### config.mk
export PLATFORM = sky130hd
export DESIGN_NAME = stall_ctrl
export DESIGN_NICKNAME = d
export VERILOG_FILES = /design/src/rtl/stall_ctrl_pkg.sv /design/src/rtl/stall_ctrl_sat_counter.sv /design/src/rtl/stall_ctrl.sv
export SDC_FILE = /design/constraint.sdc
export NUM_CORES = 1
export LEC_CHECK = 0
export CAP_MARGIN = 20
export CORE_MARGIN = 2
export CORE_UTILIZATION = 44
export CTS_CLUSTER_DIAMETER = 40
export DETAILED_ROUTE_END_ITERATION = 16
export PLACE_DENSITY = 0.85
export SYNTH_ARGS = -nofsm -noshare
export SYNTH_HDL_FRONTEND = slang
export SYNTH_SLANG_ARGS = --single-unit
### constraint.sdc
create_clock -name clk_in -period 2.55 [get_ports clk_in]
set_input_delay 0.51 -clock clk_in [delete_from_list [all_inputs] [get_ports clk_in]]
set_output_delay 0.51 -clock clk_in [all_outputs]
set_load 0.01 [all_outputs]
### src/rtl/stall_ctrl_pkg.sv
// Shared definitions for the pipeline stall/flush controller.
package stall_ctrl_pkg;

  localparam int unsigned STALL_W = 6;

  // Bit positions within stall_out, one per pipeline register.
  localparam int unsigned STALL_BIT_PC  = 0;
  localparam int unsigned STALL_BIT_IF  = 1;
  localparam int unsigned STALL_BIT_ID  = 2;
  localparam int unsigned STALL_BIT_EX  = 3;
  localparam int unsigned STALL_BIT_MEM = 4;
  localparam int unsigned STALL_BIT_WB  = 5;

  // Stall vectors: each request holds its own stage and everything upstream.
  localparam logic [STALL_W-1:0] STALL_NONE = '0;
  localparam logic [STALL_W-1:0] STALL_IF   = (STALL_W'(1) << STALL_BIT_PC)
                                            | (STALL_W'(1) << STALL_BIT_IF);
  localparam logic [STALL_W-1:0] STALL_ID   = STALL_IF
                                            | (STALL_W'(1) << STALL_BIT_ID);
  localparam logic [STALL_W-1:0] STALL_MEM  = STALL_ID
                                            | (STALL_W'(1) << STALL_BIT_EX)
                                            | (STALL_W'(1) << STALL_BIT_MEM);
  // WB is never held: the write-back stage always retires.
  localparam logic [STALL_W-1:0] STALL_WB_MASK = STALL_W'(1) << STALL_BIT_WB;

  typedef enum logic {
    ST_RUN     = 1'b0,
    ST_DISCARD = 1'b1
  } state_e;

  // Priority-encode the stall requests: mem > id > if.
  function automatic logic [STALL_W-1:0] stall_vec(input logic mem, input logic id,
                                                   input logic ifr);
    logic [STALL_W-1:0] v;
    if (mem)      v = STALL_MEM;
    else if (id)  v = STALL_ID;
    else if (ifr) v = STALL_IF;
    else          v = STALL_NONE;
    return v & ~STALL_WB_MASK;
  endfunction

endpackage

### src/rtl/stall_ctrl_sat_counter.sv
// Saturating up-counter used for the stall/flush performance counters.
module sat_counter #(
  parameter int unsigned WIDTH = 32
) (
  input  logic             clk_i,
  input  logic             rst_i,
  input  logic             rdy_i,
  input  logic             inc_i,
  output logic [WIDTH-1:0] cnt_o
);

  logic [WIDTH-1:0] cnt_q;
  logic [WIDTH-1:0] cnt_d;

  // Next count: increment unless already at all-ones.
  always_comb begin
    cnt_d = cnt_q;
    if (inc_i && !(&cnt_q)) cnt_d = cnt_q + WIDTH'(1);
  end

  // Count register; frozen while rdy is low.
  always_ff @(posedge clk_i or posedge rst_i) begin
    if (rst_i)      cnt_q <= '0;
    else if (rdy_i) cnt_q <= cnt_d;
  end

  assign cnt_o = cnt_q;

endmodule

### src/rtl/stall_ctrl.sv
// Pipeline stall/flush controller with IF redirect-discard handshake
// and saturating performance counters.
module stall_ctrl
  import stall_ctrl_pkg::*;
#(
  parameter int unsigned CNT_W  = 32,
  parameter int unsigned ADDR_W = 32
) (
  input  logic              clk_in,
  input  logic              rst_in,
  input  logic              rdy_in,
  input  logic              stallreq_if,
  input  logic              stallreq_id,
  input  logic              stallreq_mem,
  input  logic              branch_req_ex,
  input  logic [ADDR_W-1:0] branch_target_ex,
  input  logic              if_busy,
  output logic [5:0]        stall_out,
  output logic              branch_or_not,
  output logic [ADDR_W-1:0] branch_target,
  output logic              if_discard,
  output logic [CNT_W-1:0]  stall_cnt,
  output logic [CNT_W-1:0]  flush_cnt
);

  state_e state_q;
  state_e state_d;
  logic   br_acc;
  logic   stall_any;

  // Stall vector by request priority; a redirect never alters it.
  always_comb begin
    stall_out = stall_vec(stallreq_mem, stallreq_id, stallreq_if);
  end

  // A branch is taken only when EX is not held by a MEM stall.
  always_comb begin
    br_acc        = branch_req_ex && !stallreq_mem;
    branch_or_not = br_acc;
    branch_target = br_acc ? branch_target_ex : '0;
  end

  assign stall_any = |stall_out;

  // FSM state register; holds while rdy is low.
  always_ff @(posedge clk_in or posedge rst_in) begin
    if (rst_in)      state_q <= ST_RUN;
    else if (rdy_in) state_q <= state_d;
  end

  // FSM next state: wait out a fetch that was in flight at redirect time.
  always_comb begin
    state_d = state_q;
    unique case (state_q)
      ST_RUN:     if (br_acc && if_busy) state_d = ST_DISCARD;
      ST_DISCARD: if (!if_busy)          state_d = ST_RUN;
      default:                           state_d = ST_RUN;
    endcase
  end

  // FSM output: discard is raised already in the acceptance cycle.
  always_comb begin
    if_discard = (state_q == ST_DISCARD) || (br_acc && if_busy);
  end

  sat_counter #(.WIDTH(CNT_W)) u_stall_cnt (
    .clk_i (clk_in),
    .rst_i (rst_in),
    .rdy_i (rdy_in),
    .inc_i (stall_any),
    .cnt_o (stall_cnt)
  );

  sat_counter #(.WIDTH(CNT_W)) u_flush_cnt (
    .clk_i (clk_in),
    .rst_i (rst_in),
    .rdy_i (rdy_in),
    .inc_i (br_acc),
    .cnt_o (flush_cnt)
  );

endmodule

Word level (Yosys, flattened, before mapping)
Index checks and enable logic that the tools add are counted.
{ "op_classes": {"n_mux": 7, "n_reduce_logical": 13, "addsub": 2, "bitwise": 1} }
{ "op_table": {"columns": ["op", "n"], "rows": [
  ["32-bit by 1-bit adder with 32-bit output, second input constant", 2],
  ["32-bit AND reduction", 2],
  ["32-bit two-way mux", 1],
  ["5-bit two-way mux", 1],
  ["5-bit OR reduction", 1],
  ["1-bit logical AND", 4],
  ["2-bit AND reduction", 2],
  ["1-bit logical NOT", 3],
  ["3-bit two-way mux", 1],
  ["1-bit two-way mux", 2],
  ["2-bit two-way mux", 1],
  ["1-bit one-hot mux with 2 select lines", 1],
  ["1-bit logical OR", 1],
  ["1-bit NOT", 1]
]} }
{ "totals": {"elab_cells": 26, "regBits": 65} }

Depth between registers and ports, before layout
{ "depth": {"ltp_word": 6, "mapped_depth": 8} }

Modules after synthesis
Synthesis repeated with hierarchy kept, for this count alone.
{ "unflattened": {"hier_cells": 311, "area_unflattened_um2": 3494.6} }
{ "modules_own_cells": {"columns": ["mod", "cells_each", "area_per_inst_um2", "n_inst", "seq_area_each_um2"], "rows": [
  ["sat_counter", 131, 1561.5, 2, 800.8],
  ["stall_ctrl", 49, 371.6, 1, 25.0]
]} }

Worst setup path before layout
No wires, ideal clock.
{ "synth_timing": {"path_type": "input to output", "startpoint": "input stallreq_mem", "endpoint": "output branch_target[12]", "slack_ns": 0.474, "arrival_ns": 1.566, "cell_stages": 6, "t_required_ns": 2.040, "path_cell_list": "nand2b_1 buf_2 inv_2 clkbuf_1 clkbuf_1 and2_1"} }
{ "synth_between": {"elab_chain_cells": 3} }
{ "synth_rtl": {"columns": ["element", "line_no", "source"], "rows": [
  ["start, declared", "stall_ctrl.sv:14", "input logic stallreq_mem,"],
  ["1-bit logical NOT", "stall_ctrl.sv:38", "br_acc = branch_req_ex && !stallreq_mem;"],
  ["1-bit logical AND", "stall_ctrl.sv:38", null],
  ["32-bit two-way mux", "stall_ctrl.sv:40", "branch_target = br_acc ? branch_target_ex : '0;"],
  ["end, declared", "stall_ctrl.sv:20", "output logic [ADDR_W-1:0] branch_target,"]
]} }
Every way passes these cells.

Final worst setup path
{ "layout_timing": {"startpoint": "input stallreq_mem", "endpoint": "output branch_or_not"} }
{ "layout_between": {"elab_chain_cells": 2} }
{ "layout_rtl": {"columns": ["element", "line_no", "source"], "rows": [
  ["1-bit logical NOT", "stall_ctrl.sv:38", null],
  ["1-bit logical AND", "stall_ctrl.sv:38", null],
  ["end, declared", "stall_ctrl.sv:19", "output logic branch_or_not,"]
]} }
Every way passes these cells.

==> impl_metrics.toml <==
[run_status]
outcome = "finished, final reports clean"

[routing]
vias_per_cell = 5.288
drc = 0
ant_nets = 0
firstDrtPassIters = 5
dr.first_iter.drc_count = 165
wl_per_cell_um = 15.72
wl_mm = 9.560
vias = 3215

[worst_setup_path]
cp-end-kind = "output port"
worstPathCellList = "clkdlybuf4s50_1, nand2b_1, inv_2, buf_12, clkdlybuf4s50_1"
critPathArrivalTime_ns = 1.95
path_buf_inv = 4
critPathSlowestCell = "clkdlybuf4s50_1"
r2r_cells = 7
cp_common_cell = "clkdlybuf4s50_1"
slowest_delay_ns = 0.56
setup.worst_path.class = "input pin to output port"
timing.rr.end = "u_flush_cnt.cnt_o[25]"
cpLargestDelayFamily = "buffers and inverters"
cp-start-kind = "input pin"
r2r-start = "u_flush_cnt.cnt_o[0]"
worstPathRequired_ns = 2.04
crit_fanout = 39
r2r_slack_ns = 0.38

[floorplanning]
rows = 32
design.core.area_um2 = 7807
die_y_um = 94.44
die-area_um2 = 8918
dieWidth_um = 94.44
initial_core_util_pct = 46.09
io_pins = 144

[synthesis]
synthAdderAreaFrac_pct = 0.6954
synth_top_area_share_pct = 45.20
async_flop_share_pct = 100.0
postSynthNetCount = 392
yosysWarnings = 0
postSynthCellCount = 350
synth_edf_count = 0
synth_xor_xnor_area_share_pct = 14.36
ys_ff_latch = 65
syn_area_um2 = 3598
yosys.area_share.simple_pct = 32.82
synth_top_family_by_area = "simple AND/OR/NAND/NOR gates"
synth_mux_area_share_pct = 0.9388
synth_compound_gate_area_share_pct = 2.121
synth_flop_cell = "dfrtp_1"
yosysUniqueCellTypes = 45
synth_sequential_area_ratio_pct = 45.20
syn_area_per_cell_um2 = 10.28
synth_top_area_cell = "dfrtp_1"
synth.area.top_cells = "dfrtp_1 45%, xnor2_1 7.5%, xor2_1 6.8%, and2_1 5.9%, nand4_1 3.8%"

[place]
dp_cells = 595
dp_hpwl_mm = 7.128
io_buffer_count = 142
gp_congestion = 0.8965

[clocking]
cts_root_buf = "clkbuf_8"
cts_htree_levels = 3
numClockSinks = 65
clock_latency_ns = 0.34
cts_tree = "built"
cts_buffers = 9
path_clk_slew_ns = 0.06
clk_path_buf_depth = 2

[sta]
final_hold_viol_count = 0
slew_viol_final = 0
skew_ns = 0.006780
finalCritPeriodShare_pct = 96.38
fin_crit_ns = 2.458
timing.slew.headroom_pct = 63.22
timing.setup.tns_ns = 0
setup_viol = 0
whs_ns = 0.4860
max_freq_mhz = 406.9
rsz0062_at_grt = "false"
tightest_slew_ns = 0.5476

[hold_path]
min_path_type = "flip-flop to flip-flop"
hold_end = "u_stall_cnt.cnt_o[18]"
min_path_cells = 1
worstHoldStart = "u_stall_cnt.cnt_o[18]"

[finish]
utilization_pct = 67.90
drive_above_1_share_pct = 10.08
fillers = 639
area.growth.synth_to_final_pct = 47.32
stdcell_count = 608
num_antenna_cells = 0
layout.nets = 546

[power]
ir_drop_mv = 0.3580
p_leak_nw = 2.411
powerDensity_nw_per_um2 = 485.6

[run]
maxCapViolations = 0

[grt]
grt_pass1_vias = 3120
grt_pass1_wl_mm = 15.25
antenna_found_initial = 0
gr-total-overflow = 0
grtUsageTotal_pct = 21.86
grt_max_degree = 66
## worst reg2reg max path, cell delays in order (launching register included)
cell and delay (ns):
dfrtp_1 0.41, ha_1 0.26, nand4_1 0.15, nor4_1 0.23
and4_1 0.47, buf_4 0.29, nor4_4 0.07, xor2_1 0.17
## cell families after synthesis
family,Yosys count
AND/OR/NAND/NOR,187
flip-flops,65
XOR/XNOR,59
buffers and inverters,24
AO/OA/AOI/OAI,9
multiplexers,3
adder cells (fa/ha/maj),2
other,1
## cells in the final DEF (no fill, tap or decap), types with 15 or more instances in the layout
cell and instances:
dfrtp_1 65, xnor2_1 31, buf_4 15, nor2_1 16, and2_1 34, nand2_1 27, nand3_1 22, xor2_1 28
dlygate4sd2_1 35, nand4_1 22, clkdlybuf4s50_1 107
## report_power, final
group          internal, W  switching [W]  leakage (nW)  total [W]
combinational     0.000350       0.000238          1.47   0.000588
clock             0.000362       0.000365        0.0782   0.000728
sequential         0.00113       0.000134         0.862    0.00126
total              0.00184       0.000737          2.41    0.00257
## synthesized netlist by cell type (2+ instances only)
master and count:
a21oi_1 3, and2_1 34, and3_1 12, and4_1 12, buf_2 3, buf_4 5, buf_6 3, clkbuf_1 5
dfrtp_1 65, ha_1 2, inv_1 7, mux2_2 3, nand2_1 27, nand3_1 22, nand3b_1 2, nand4_1 22
nor2_1 16, nor3_1 12, nor4_1 3, nor4_2 8, or3_1 2, or4_1 2, xnor2_1 31, xor2_1 28
## timing repair
action / CTS / global route
gates resized for setup: 35 / 0
setup endpoints to repair: 35 / 0
buffers inserted: 0 / 0
hold buffers: 0 / 0
## per-layer routing
metal	GRT usage, %	vias to the layer above	part of all wire, %
li1	-	1526	-
met1	27.33	1560	42
met2	36.67	112	51
met3	5.746	17	5.7
met4	7.729	0	1.8
met5	0	-	0
## state kept, by name (all words and copies together), names as in the netlist
signal / count
state_q: 1
u_stall_cnt.cnt_o: 32
u_flush_cnt.cnt_o: 32
## through the flow
step / setup slack (ns) / area, µm² / total power, W
after floorplan: 0.4135 / 3598 / 0.001498
after global placement: -0.01534 / 5195 / 0.001866
after detailed placement: -0.03387 / 5195 / 0.001883
after CTS: 0.07953 / 5301 / 0.002587
after global routing: 0.03593 / 5301 / 0.002710
final: 0.09226 / 5301 / 0.002574
## worst max path at each step
stage                      start                     to  slack [ns]  depth (start not counted)
detailed placement        rdy_in  u_flush_cnt.cnt_o[25]       -0.03                          6
finish              stallreq_mem          branch_or_not        0.09                          5
floorplan                 rst_in                state_q        0.41                          1
CTS                 stallreq_mem          branch_or_not        0.08                          5
global route        stallreq_mem          branch_or_not        0.04                          5
global placement    stallreq_mem      branch_target[28]       -0.02                          6
## area by class of cell
type,count,area [µm²],share of cell area (%)
multi-input combinational,261,1837,34.65
sequential,65,1627,30.68
timing repair buffer,159,1530,28.86
clock buffer,12,145.1,2.738
tap,102,127.6,2.407
inverter,8,30.03,0.5664
clock inverter,1,5.005,0.09441
Note: power is estimated with default switching activity, not from simulation.
